==> src/rtl/id_ex_stage_pkg.sv <==
// ---------------------------------------------------------------------------
// cpu_pkg: definitions shared between the ID/EX stage, its hazard unit
// and anything else that needs to read the control bundle.
//
// Control bundle layout (CW_DEF = 8 bits):
//   [7] reg_write  [6] mem_read  [5] mem_write  [4] alu_src  [3:0] alu_op
// A bubble carries BUBBLE_CTRL, so a bubble can never write a register
// or touch memory.
// ---------------------------------------------------------------------------
package cpu_pkg;

    localparam int DW_DEF = 32;
    localparam int AW_DEF = 5;
    localparam int CW_DEF = 8;

    localparam int CTRL_REGW      = 7;
    localparam int CTRL_MEMR      = 6;
    localparam int CTRL_MEMW      = 5;
    localparam int CTRL_ALUSRC    = 4;
    localparam int CTRL_ALUOP_MSB = 3;
    localparam int CTRL_ALUOP_LSB = 0;

    localparam logic [CW_DEF-1:0] BUBBLE_CTRL = '0;

endpackage : cpu_pkg

==> src/rtl/id_ex_stage_hazard.sv <==
// ---------------------------------------------------------------------------
// idex_hazard: combinational load-use hazard detection for the ID/EX stage.
//
// Ports:
//   rst          in   reset; forces stall low while asserted
//   flush        in   branch/jump taken; a flush overrides the stall
//   id_valid     in   ID holds a real instruction
//   id_rs/id_rt  in   ID source indices
//   ex_valid     in   EX holds a real instruction
//   ex_mem_read  in   EX instruction is a load
//   ex_rd        in   EX destination index
//   haz          out  raw load-use hazard
//   stall        out  stall request to PC and IF/ID
// ---------------------------------------------------------------------------
module idex_hazard #(
    parameter int AW = 5
) (
    input  logic          rst,
    input  logic          flush,
    input  logic          id_valid,
    input  logic [AW-1:0] id_rs,
    input  logic [AW-1:0] id_rt,
    input  logic          ex_valid,
    input  logic          ex_mem_read,
    input  logic [AW-1:0] ex_rd,
    output logic          haz,
    output logic          stall
);

    // A load to register 0 produces nothing anybody can depend on.
    assign haz = id_valid && ex_valid && ex_mem_read && (ex_rd != '0) &&
                 ((ex_rd == id_rs) || (ex_rd == id_rt));

    // The flushed ID instruction is discarded, so holding it would be wasted.
    assign stall = haz && !flush && !rst;

endmodule : idex_hazard

==> src/rtl/id_ex_stage.sv <==
// ---------------------------------------------------------------------------
// id_ex_stage: ID/EX pipeline register with load-use hazard detection,
// branch/jump flush and write-back bypass.
//
// Flow control: id_valid qualifies every id_* field in a cycle. stall_o is
// the only back-pressure: while it is high the upstream stages must hold
// PC and IF/ID and present the same instruction again next cycle; this
// stage inserts a bubble instead of loading it. ex_valid qualifies ex_*.
//
// Ports:
//   clk, rst                        clock, synchronous active-high reset
//   id_valid, id_rd1, id_rd2        ID instruction valid, RF read data
//   id_rs, id_rt, id_rd             register indices
//   id_imm, id_pc, id_ctrl          immediate, PC+4, control bundle
//   flush                           discard the ID instruction
//   wb_we, wb_addr, wb_data         write-back port (bypassed into operands)
//   stall_o                         combinational stall request
//   ex_valid, ex_op1, ex_op2        registered valid and operands
//   ex_rs, ex_rt, ex_rd             registered indices
//   ex_imm, ex_pc, ex_ctrl          registered immediate, PC, control
//   stall_cnt, flush_cnt            saturating event counters, present
//                                   only when IDEX_PERF_CNT_EN is defined
// ---------------------------------------------------------------------------
module id_ex_stage
    import cpu_pkg::*;
#(
    parameter int DW = DW_DEF,
    parameter int AW = AW_DEF,
    parameter int CW = CW_DEF
) (
    input  logic          clk,
    input  logic          rst,
    input  logic          id_valid,
    input  logic [DW-1:0] id_rd1,
    input  logic [DW-1:0] id_rd2,
    input  logic [AW-1:0] id_rs,
    input  logic [AW-1:0] id_rt,
    input  logic [AW-1:0] id_rd,
    input  logic [DW-1:0] id_imm,
    input  logic [DW-1:0] id_pc,
    input  logic [CW-1:0] id_ctrl,
    input  logic          flush,
    input  logic          wb_we,
    input  logic [AW-1:0] wb_addr,
    input  logic [DW-1:0] wb_data,
    output logic          stall_o,
    output logic          ex_valid,
    output logic [DW-1:0] ex_op1,
    output logic [DW-1:0] ex_op2,
    output logic [AW-1:0] ex_rs,
    output logic [AW-1:0] ex_rt,
    output logic [AW-1:0] ex_rd,
    output logic [DW-1:0] ex_imm,
    output logic [DW-1:0] ex_pc,
    output logic [CW-1:0] ex_ctrl
`ifdef IDEX_PERF_CNT_EN
    ,
    output logic [31:0]   stall_cnt,
    output logic [31:0]   flush_cnt
`endif
);

    localparam logic [CW-1:0] BUBBLE = CW'(BUBBLE_CTRL);

    logic haz;
    logic byp1;
    logic byp2;

    idex_hazard #(
        .AW(AW)
    ) u_hazard (
        .rst        (rst),
        .flush      (flush),
        .id_valid   (id_valid),
        .id_rs      (id_rs),
        .id_rt      (id_rt),
        .ex_valid   (ex_valid),
        .ex_mem_read(ex_ctrl[CTRL_MEMR]),
        .ex_rd      (ex_rd),
        .haz        (haz),
        .stall      (stall_o)
    );

    // The RF is written at the same edge it is read here, so its read data
    // is stale for the register being written; take the write data instead.
    assign byp1 = wb_we && (wb_addr != '0) && (wb_addr == id_rs);
    assign byp2 = wb_we && (wb_addr != '0) && (wb_addr == id_rt);

    always_ff @(posedge clk) begin
        if (rst) begin
            ex_valid <= 1'b0;
            ex_op1   <= '0;
            ex_op2   <= '0;
            ex_rs    <= '0;
            ex_rt    <= '0;
            ex_rd    <= '0;
            ex_imm   <= '0;
            ex_pc    <= '0;
            ex_ctrl  <= BUBBLE;
        end else if (flush || haz) begin
            // Bubble: only valid and control are cleared; the data registers
            // are don't-care while ex_valid is low and simply hold.
            ex_valid <= 1'b0;
            ex_ctrl  <= BUBBLE;
        end else begin
            ex_valid <= id_valid;
            ex_op1   <= byp1 ? wb_data : id_rd1;
            ex_op2   <= byp2 ? wb_data : id_rd2;
            ex_rs    <= id_rs;
            ex_rt    <= id_rt;
            ex_rd    <= id_rd;
            ex_imm   <= id_imm;
            ex_pc    <= id_pc;
            ex_ctrl  <= id_valid ? id_ctrl : BUBBLE;
        end
    end

`ifdef IDEX_PERF_CNT_EN
    always_ff @(posedge clk) begin
        if (rst) begin
            stall_cnt <= '0;
            flush_cnt <= '0;
        end else begin
            if (stall_o && (stall_cnt != '1)) begin
                stall_cnt <= stall_cnt + 32'd1;
            end
            if (flush && (flush_cnt != '1)) begin
                flush_cnt <= flush_cnt + 32'd1;
            end
        end
    end
`endif

endmodule : id_ex_stage

==> config.mk <==
export PLATFORM = sky130hd
export DESIGN_NAME = id_ex_stage
export DESIGN_NICKNAME = d
export VERILOG_FILES = /design/src/rtl/id_ex_stage_pkg.sv /design/src/rtl/id_ex_stage_hazard.sv /design/src/rtl/id_ex_stage.sv
export SDC_FILE = /design/constraint.sdc
export NUM_CORES = 1
export LEC_CHECK = 0
export BUFFER_PORTS_ARGS = -buffer_cell sky130_fd_sc_hd__buf_2
export CAP_MARGIN = 20
export CORE_AREA = 2 2 133 135
export CTS_CLUSTER_SIZE = 16
export DETAILED_ROUTE_END_ITERATION = 7
export DIE_AREA = 0 0 135 137
export PLACE_DENSITY_LB_ADDON = 0.2
export SLEW_MARGIN = 5
export SYNTH_ARGS = -nofsm -noshare
export SYNTH_HDL_FRONTEND = slang
export SYNTH_HIERARCHICAL = 1
export SYNTH_SLANG_ARGS = --single-unit
export TNS_END_PERCENT = 1
==> constraint.sdc <==
create_clock -name clk -period 4.63 [get_ports clk]
set_input_delay 0.926 -clock clk [delete_from_list [all_inputs] [get_ports clk]]
set_output_delay 0.926 -clock clk [all_outputs]
set_load 0.005 [all_outputs]
==> impl_metrics.csv, run 1 <==
group,metric,value,unit
sta,timing.fmax,325,MHz
yosys,yosys_warnings,6,
placed_design,place_congestion,0.912,
run,max_cap_violations,0,
die,ios,346,
worst_setup_path,crit_arrival,3.39,ns
sta,min_period_over_period,66.4,%
clock_network,cts_hold_buffers,0,
worst_setup_path,r2r_cells,6,
routing,dr_total_vias,6902,
yosys,avgSynthCellArea,8.07,um2
sta,timing.max_slew.rel_slack,34.7,%
yosys,ys_ff_latch,152,
power,clkPwrFrac,42.5,%
power,max-vdd-ir-drop,0.241,mV
worst_setup_path,path_cells,"buf_2 > xor2_1 > nor3_1 > a22oi_1 > nor2_1 > or2_4 > buf_4 > a311oi_1 > a2111oi_2",
worst_setup_path,crit_buf_inv,2,
yosys,synth_area_leaders,"dfxtp_1 (48%), nand2_1 (9.3%), nor2_1 (9.1%), o311a_1 (8.2%), a21oi_1 (6.2%)",
sta,tightestPinTransition,0.980,ns
global_routing,grt_pass1_vias,6370,
global_routing,grt_pass1_wl,34600,um
global_routing,grt_overflow_total,0,
yosys,netlist_instances,791,
placed_design,io_buffers,345,
power,p_sw,0.917,mW
clock_network,cts_tree,"built",
final_layout,final_nets,1286,
die,core-area,0.0171,mm2
worst_setup_path,required,4.94,ns
yosys,ys_seq_area_share,47.6,%
sta,skew,0.00728,ns
die,start_util,37.4,%
sta,finalMaxSlewViolations,0,
routing,wl_per_cell,17.4,um
global_routing,grt_max_degree,90,
power,seqPwrFrac,43.1,%
global_routing,grtUsageTotal,24.0,%
die,die_w,135,um
final_layout,drive_gt1_share,37.2,%
global_routing,antenna_found_initial,2,
die,fp.dieH,137,um
routing,ant_nets,0,
worst_setup_path,path_delay_family,"simple AND/OR/NAND/NOR gates",
power,p_sw_share,27.6,%
worst_setup_path,startpoint_type,"primary input",
worst_setup_path,crit_slowest_cell,"or2_4",
final_layout,syn_to_final_growth,38.5,%
clock_network,clk_latency,0.42,ns
die,dieArea,0.0185,mm2
routing,via_per_inst,5.18,
clock_network,cts_root_buffer,"clkbuf_16",
placed_design,dp_hpwl,15900,um
final_layout,post-route-util,51.8,%
status,status,"complete, no violations",
worst_setup_path,r2r_end,"ex_ctrl[4]",
hold_path,hold_path.class,"flop to flop",
hold_path,whs_path_depth,2,
final_layout,finish.instance_area,0.00884,mm2
routing,drt-initial-drc-count,372,
clock_network,clock-sinks,152,
worst_setup_path,cp-end-kind,"flop",
sta,fin_crit,3.08,ns
clock_network,postCtsResizedCells,0,
clock_network,clkSlewWorstSetupHoldPaths,0.06,ns
yosys,yosysUniqueCellTypes,24,
placed_design,dpl_cell_area,0.00825,mm2
worst_setup_path,worstReg2RegStart,"ex_rd[1]",
yosys,synth.net_count,984,
sta,setup_violations,0,
hold_path,min_delay_worst_endpoint,"ex_pc[31]",
clock_network,clockBufferDepth,2,
worst_setup_path,crit_type,"primary input to flop",
power,power_density,375,mW/mm2
placed_design,pre_cts_ws,1.16,ns
hold_path,min_from,"ex_pc[31]",
sta,setup_ws,1.55,ns
routing,drt-pass1-iter-count,5,
clock_network,cts_buffers,17,
routing,wl,23200,um
power,total_leakage_power,4.29,nW
sta,rsz0062_at_grt,"false",
worst_setup_path,critPathMaxStageDelay,0.74,ns
die,num_rows,48,
power,p_int,2.40,mW
yosys,synth_area_leader_cell,"dfxtp_1",
clock_network,htreeDepth,4,
sta,finalHoldViolCount,0,
clock_network,cts_setup_buffers,0,
routing,route.detailed.drc,0,
yosys,syn_area,0.00639,mm2
sta,setup_tns,0,ns
worst_setup_path,worst-path-max-fanout,74,
yosys,synth_top_area_share,47.6,%
power,p_comb_share,14.4,%
worst_setup_path,r2r_slack,1.75,ns
[area by class of cell]
cell class	instances	area [um2]
multi-input cells	561	3030
repair buffers	361	1890
clock inverters	15	166
flip-flops and latches	152	3040
fillers	1682	8210
diodes	2	5.00
clock buffers	17	425
well taps	225	282
[power groups by stage]
| stage | Clock (mW) | Sequential (mW) | Combinational [mW] |
|---|---|---|---|
| 6_report | 1.41 | 1.43 | 0.479 |
| 3_5_place_dp | 0 | 1.46 | 0.480 |
| 5_1_grt | 1.49 | 1.44 | 0.528 |
| 4_1_cts | 1.44 | 1.43 | 0.481 |
| 3_3_place_gp | 0 | 1.46 | 0.481 |
| 2_1_floorplan | 0 | 1.46 | 0.227 |
[worst register-to-register path, delay by kind of cell, from the launching register on]
kind             cells  cell delay [ns]
AO/OA/AOI/OAI        1             0.21
flip-flops           1             0.38
AND/OR/NAND/NOR      5             2.23
[logic make-up (layout without fill, tap and decap cells)]
| logic type | count (synthesis) | count (layout) | synth area share, % |
|---|---|---|---|
| AND/OR/NAND/NOR | 383 | 383 | 25.3 |
| other | 0 | 2 | 0 |
| AO/OA/AOI/OAI | 158 | 158 | 19.1 |
| XOR/XNOR | 20 | 20 | 2.74 |
| buffers and inverters | 78 | 393 | 5.25 |
| flip-flops | 152 | 152 | 47.6 |
[worst max path at each step]
stage                         from    endpoint  cells after the start  slack [ns]
after global placement    id_rs[2]  ex_op1[15]                      9        1.22
after CTS                 id_rs[2]  ex_op1[14]                      9        1.59
final                     id_rt[2]  ex_op1[14]                      9        1.55
after floorplan           id_rs[2]  ex_op1[10]                     11        1.97
after detailed placement  id_rs[2]  ex_op1[14]                      9        1.16
after global routing      id_rt[2]  ex_op1[15]                      9        1.40
[synthesized netlist by cell type]
cell type  number
nand4_1        52
or4_1           2
a22oi_1         1
buf_2          10
nor2_1        154
nor3_1          4
o311a_1        52
buf_1           5
dfxtp_1       152
xor2_1         20
a311oi_1       12
a21oi_1        79
and2_1          8
a2111oi_0       2
nor4_1          1
clkbuf_1       59
a2111oi_2      10
o2111ai_2       1
and3_1          2
o21a_1          1
nor3b_1         1
or2_2           1
buf_6           4
nand2_1       158
[layer usage]
layer	part of all wire, %	up-vias	routed length, um	global-route usage [%]
li1	-	3373	-	-
met1	40	3178	9360	29.4
met2	48	312	11100	39.7
met3	9.3	39	2160	7.78
met4	2.4	0	558	8.91
met5	0	-	0	0
[cells in the final DEF (no fill, tap or decap), drive strengths merged]
cell      Yosys  layout
clkinv        0       5
a22oi         1       1
nand2       158     158
xor2         20      20
nor2        154     154
or4           2       2
o21a          1       1
or2           1       1
a21oi        79      79
and2          8       8
clkbuf       59      17
o2111ai       1       1
a2111oi      12      12
clkinvlp      0       2
diode         0       2
nor3b         1       1
nand4        52      52
nor4          1       1
buf          19     361
o311a        52      52
inv           0       6
nor3          4       4
dfxtp       152     152
and3          2       2
a311oi       12      12
bufinv        0       2
[metrics by stage]
step                      total power, mW  hold slack, ns  cells
final                                3.32           0.449   1333
after global routing                 3.45           0.462   1333
after CTS                            3.35           0.452   1331
after detailed placement             1.94           0.443   1299
after global placement               1.94           0.438   1299
after floorplan                      1.69           0.453    791
[flip-flops by register name, summed over array words and instances, names as in the netlist]
signal,flops
ex_pc,32
ex_imm,32
ex_rs,5
ex_op1,32
ex_ctrl,8
ex_rd,5
ex_op2,32
ex_valid,1
ex_rt,5
Note: power is estimated with default switching activity, not from simulation.
==> run 2: changes to the inputs <==
- CORE_AREA: 2 2 133 135 -> 2 2 134 136
- DIE_AREA: 0 0 135 137 -> 0 0 136 138
- clock period: 4.63 -> 3.1 ns (I/O delays scaled with it)
==> run 2 against run 1 <==
  * Final area up 0.23%
  * Critical endpoint is now ex_ctrl[5]
  * Core utilization down 1.3 points
  * Sequential share of layout area down 0.078 points
  * First-iteration DRC count up 18%
==> impl_metrics.csv, run 2 (synthesis results as in run 1) <==
group,metric,value,unit
placed_design,place_inst,1300,
global_routing,grt_pass1_vias,6650,
worst_setup_path,crit_arrival,2.89,ns
placed_design,pre_cts_ws,0.363,ns
global_routing,grt_pass1_wl,36300,um
global_routing,grt_max_degree,97,
sta,whs,0.395,ns
worst_setup_path,startpoint_type,"flop",
clock_network,postCtsResizedCells,0,
worst_setup_path,worst-path-max-fanout,9,
final_layout,fillers,1786,
final_layout,syn_to_final_growth,38.8,%
routing,wl_per_cell,17.8,um
sta,timing.fmax,395,MHz
clock_network,clockBufferDepth,2,
hold_path,hold_path.class,"primary input to flop",
clock_network,clock-sinks,152,
placed_design,dp_hpwl,15700,um
clock_network,cts_buffers,17,
sta,setup_ws,0.569,ns
routing,wirelength_met1,9640,um
sta,fin_crit,2.53,ns
final_layout,final_cell_mix,"buf_2 (344), nand2_1 (158), dfxtp_1 (152), nor2_1 (151), a21oi_1 (79)",
power,total_leakage_power,4.28,nW
final_layout,drive_gt1_share,37.0,%
sta,rsz0062_at_grt,"false",
final_layout,layout_commonest_cell,"buf_2",
sta,finalHoldViolCount,0,
routing,via_per_inst,5.19,
routing,routed-wl-met2,11400,um
clock_network,cts_hold_buffers,0,
global_routing,grtUsageTotal,24.5,%
placed_design,io_buffers,345,
clock_network,clkSlewWorstSetupHoldPaths,0.06,ns
worst_setup_path,cp-end-kind,"flop",
power,power,4.95,mW
clock_network,htreeDepth,4,
sta,skew,0.0135,ns
worst_setup_path,required,3.46,ns
final_layout,fin_cells,1337,
sta,setup_tns,0,ns
sta,finalMaxSlewViolations,0,
status,status,"complete, no violations",
placed_design,place_congestion,0.889,
routing,dr_total_vias,6945,
routing,route.met3.wl,2080,um
clock_network,cts_tree,"built",
final_layout,final_nets,1283,
die,num_rows,49,
routing,highest_layer,"met5",
clock_network,clk_latency,0.43,ns
final_layout,post-route-util,50.5,%
routing,route.detailed.drc,0,
die,core-area,0.0175,mm2
routing,wl,23800,um
die,fp.dieH,138,um
run,max_cap_violations,0,
die,ios,346,
clock_network,cts_setup_buffers,0,
routing,ant_nets,0,
power,power_density,558,mW/mm2
global_routing,grt_overflow_total,0,
die,dieArea,0.0188,mm2
sta,min_period_over_period,81.6,%
clock_network,cts_root_buffer,"clkbuf_16",
worst_setup_path,crit_type,"flop to flop",
sta,setup_violations,0,
global_routing,antenna_found_initial,6,
die,start_util,36.4,%
die,die_w,136,um
sta,tightestPinTransition,0.888,ns
routing,drt-pass1-iter-count,6,
final_layout,finish.instance_area,0.00886,mm2
power,max-vdd-ir-drop,0.377,mV
routing,drt-initial-drc-count,439,
sta,timing.max_slew.rel_slack,40.8,%
placed_design,dpl_cell_area,0.00826,mm2
==> run 2: cell types whose count changed in the layout (fill, tap and decap cells not counted), moves of 2 or more <==
| cell | previous run | this run |
|---|---|---|
| buf_4 | 14 | 9 |
| diode_2 | 2 | 5 |
| inv_6 | 5 | 2 |
| buf_12 | 3 | 5 |
| clkinvlp_4 | 2 | 4 |
==> run 2: power by group <==
part	total (mW)	internal (mW)	switching [mW]	leakage, nW
Sequential	2.14	2.07	0.0632	1.26
Combinational	0.720	0.309	0.411	2.74
Clock	2.09	1.21	0.874	0.276
==> run 2: final timing paths <==
path / start / endpoint / slack, ns / cells past startpoint
min reg2reg: ex_pc[3] / ex_pc[3] / 0.45 / 2
max reg2reg: ex_rd[1] / ex_ctrl[5] / 0.57 / 6
max: ex_rd[1] / ex_ctrl[5] / 0.57 / 6
min: id_ctrl[1] / ex_ctrl[1] / 0.40 / 2
==> run 2: metal layers <==
layer	track usage, %	vias to the layer above
met2	39.3	302
met4	10.6	2
met5	0	-
met1	30.3	3231
met3	7.63	45
li1	-	3365
==> run 2: worst max-delay path, cell delays in order (launching register included) <==
cell and delay (ns):
dfxtp_1 0.36, or4_1 0.55, o2111ai_2 0.20, nor2_1 0.11, or2_4 0.30, nor3b_1 0.72
and2_1 0.23
==> run 2: layout make-up <==
class	instances	area, um2	area share [%]
sequential	152	3040	34.3
clock inverter	13	148	1.67
antenna	5	12.5	0.141
tap	229	287	3.23
clock buffer	19	443	5.00
multi-input combinational	561	3040	34.3
timing repair buffer	358	1890	21.3
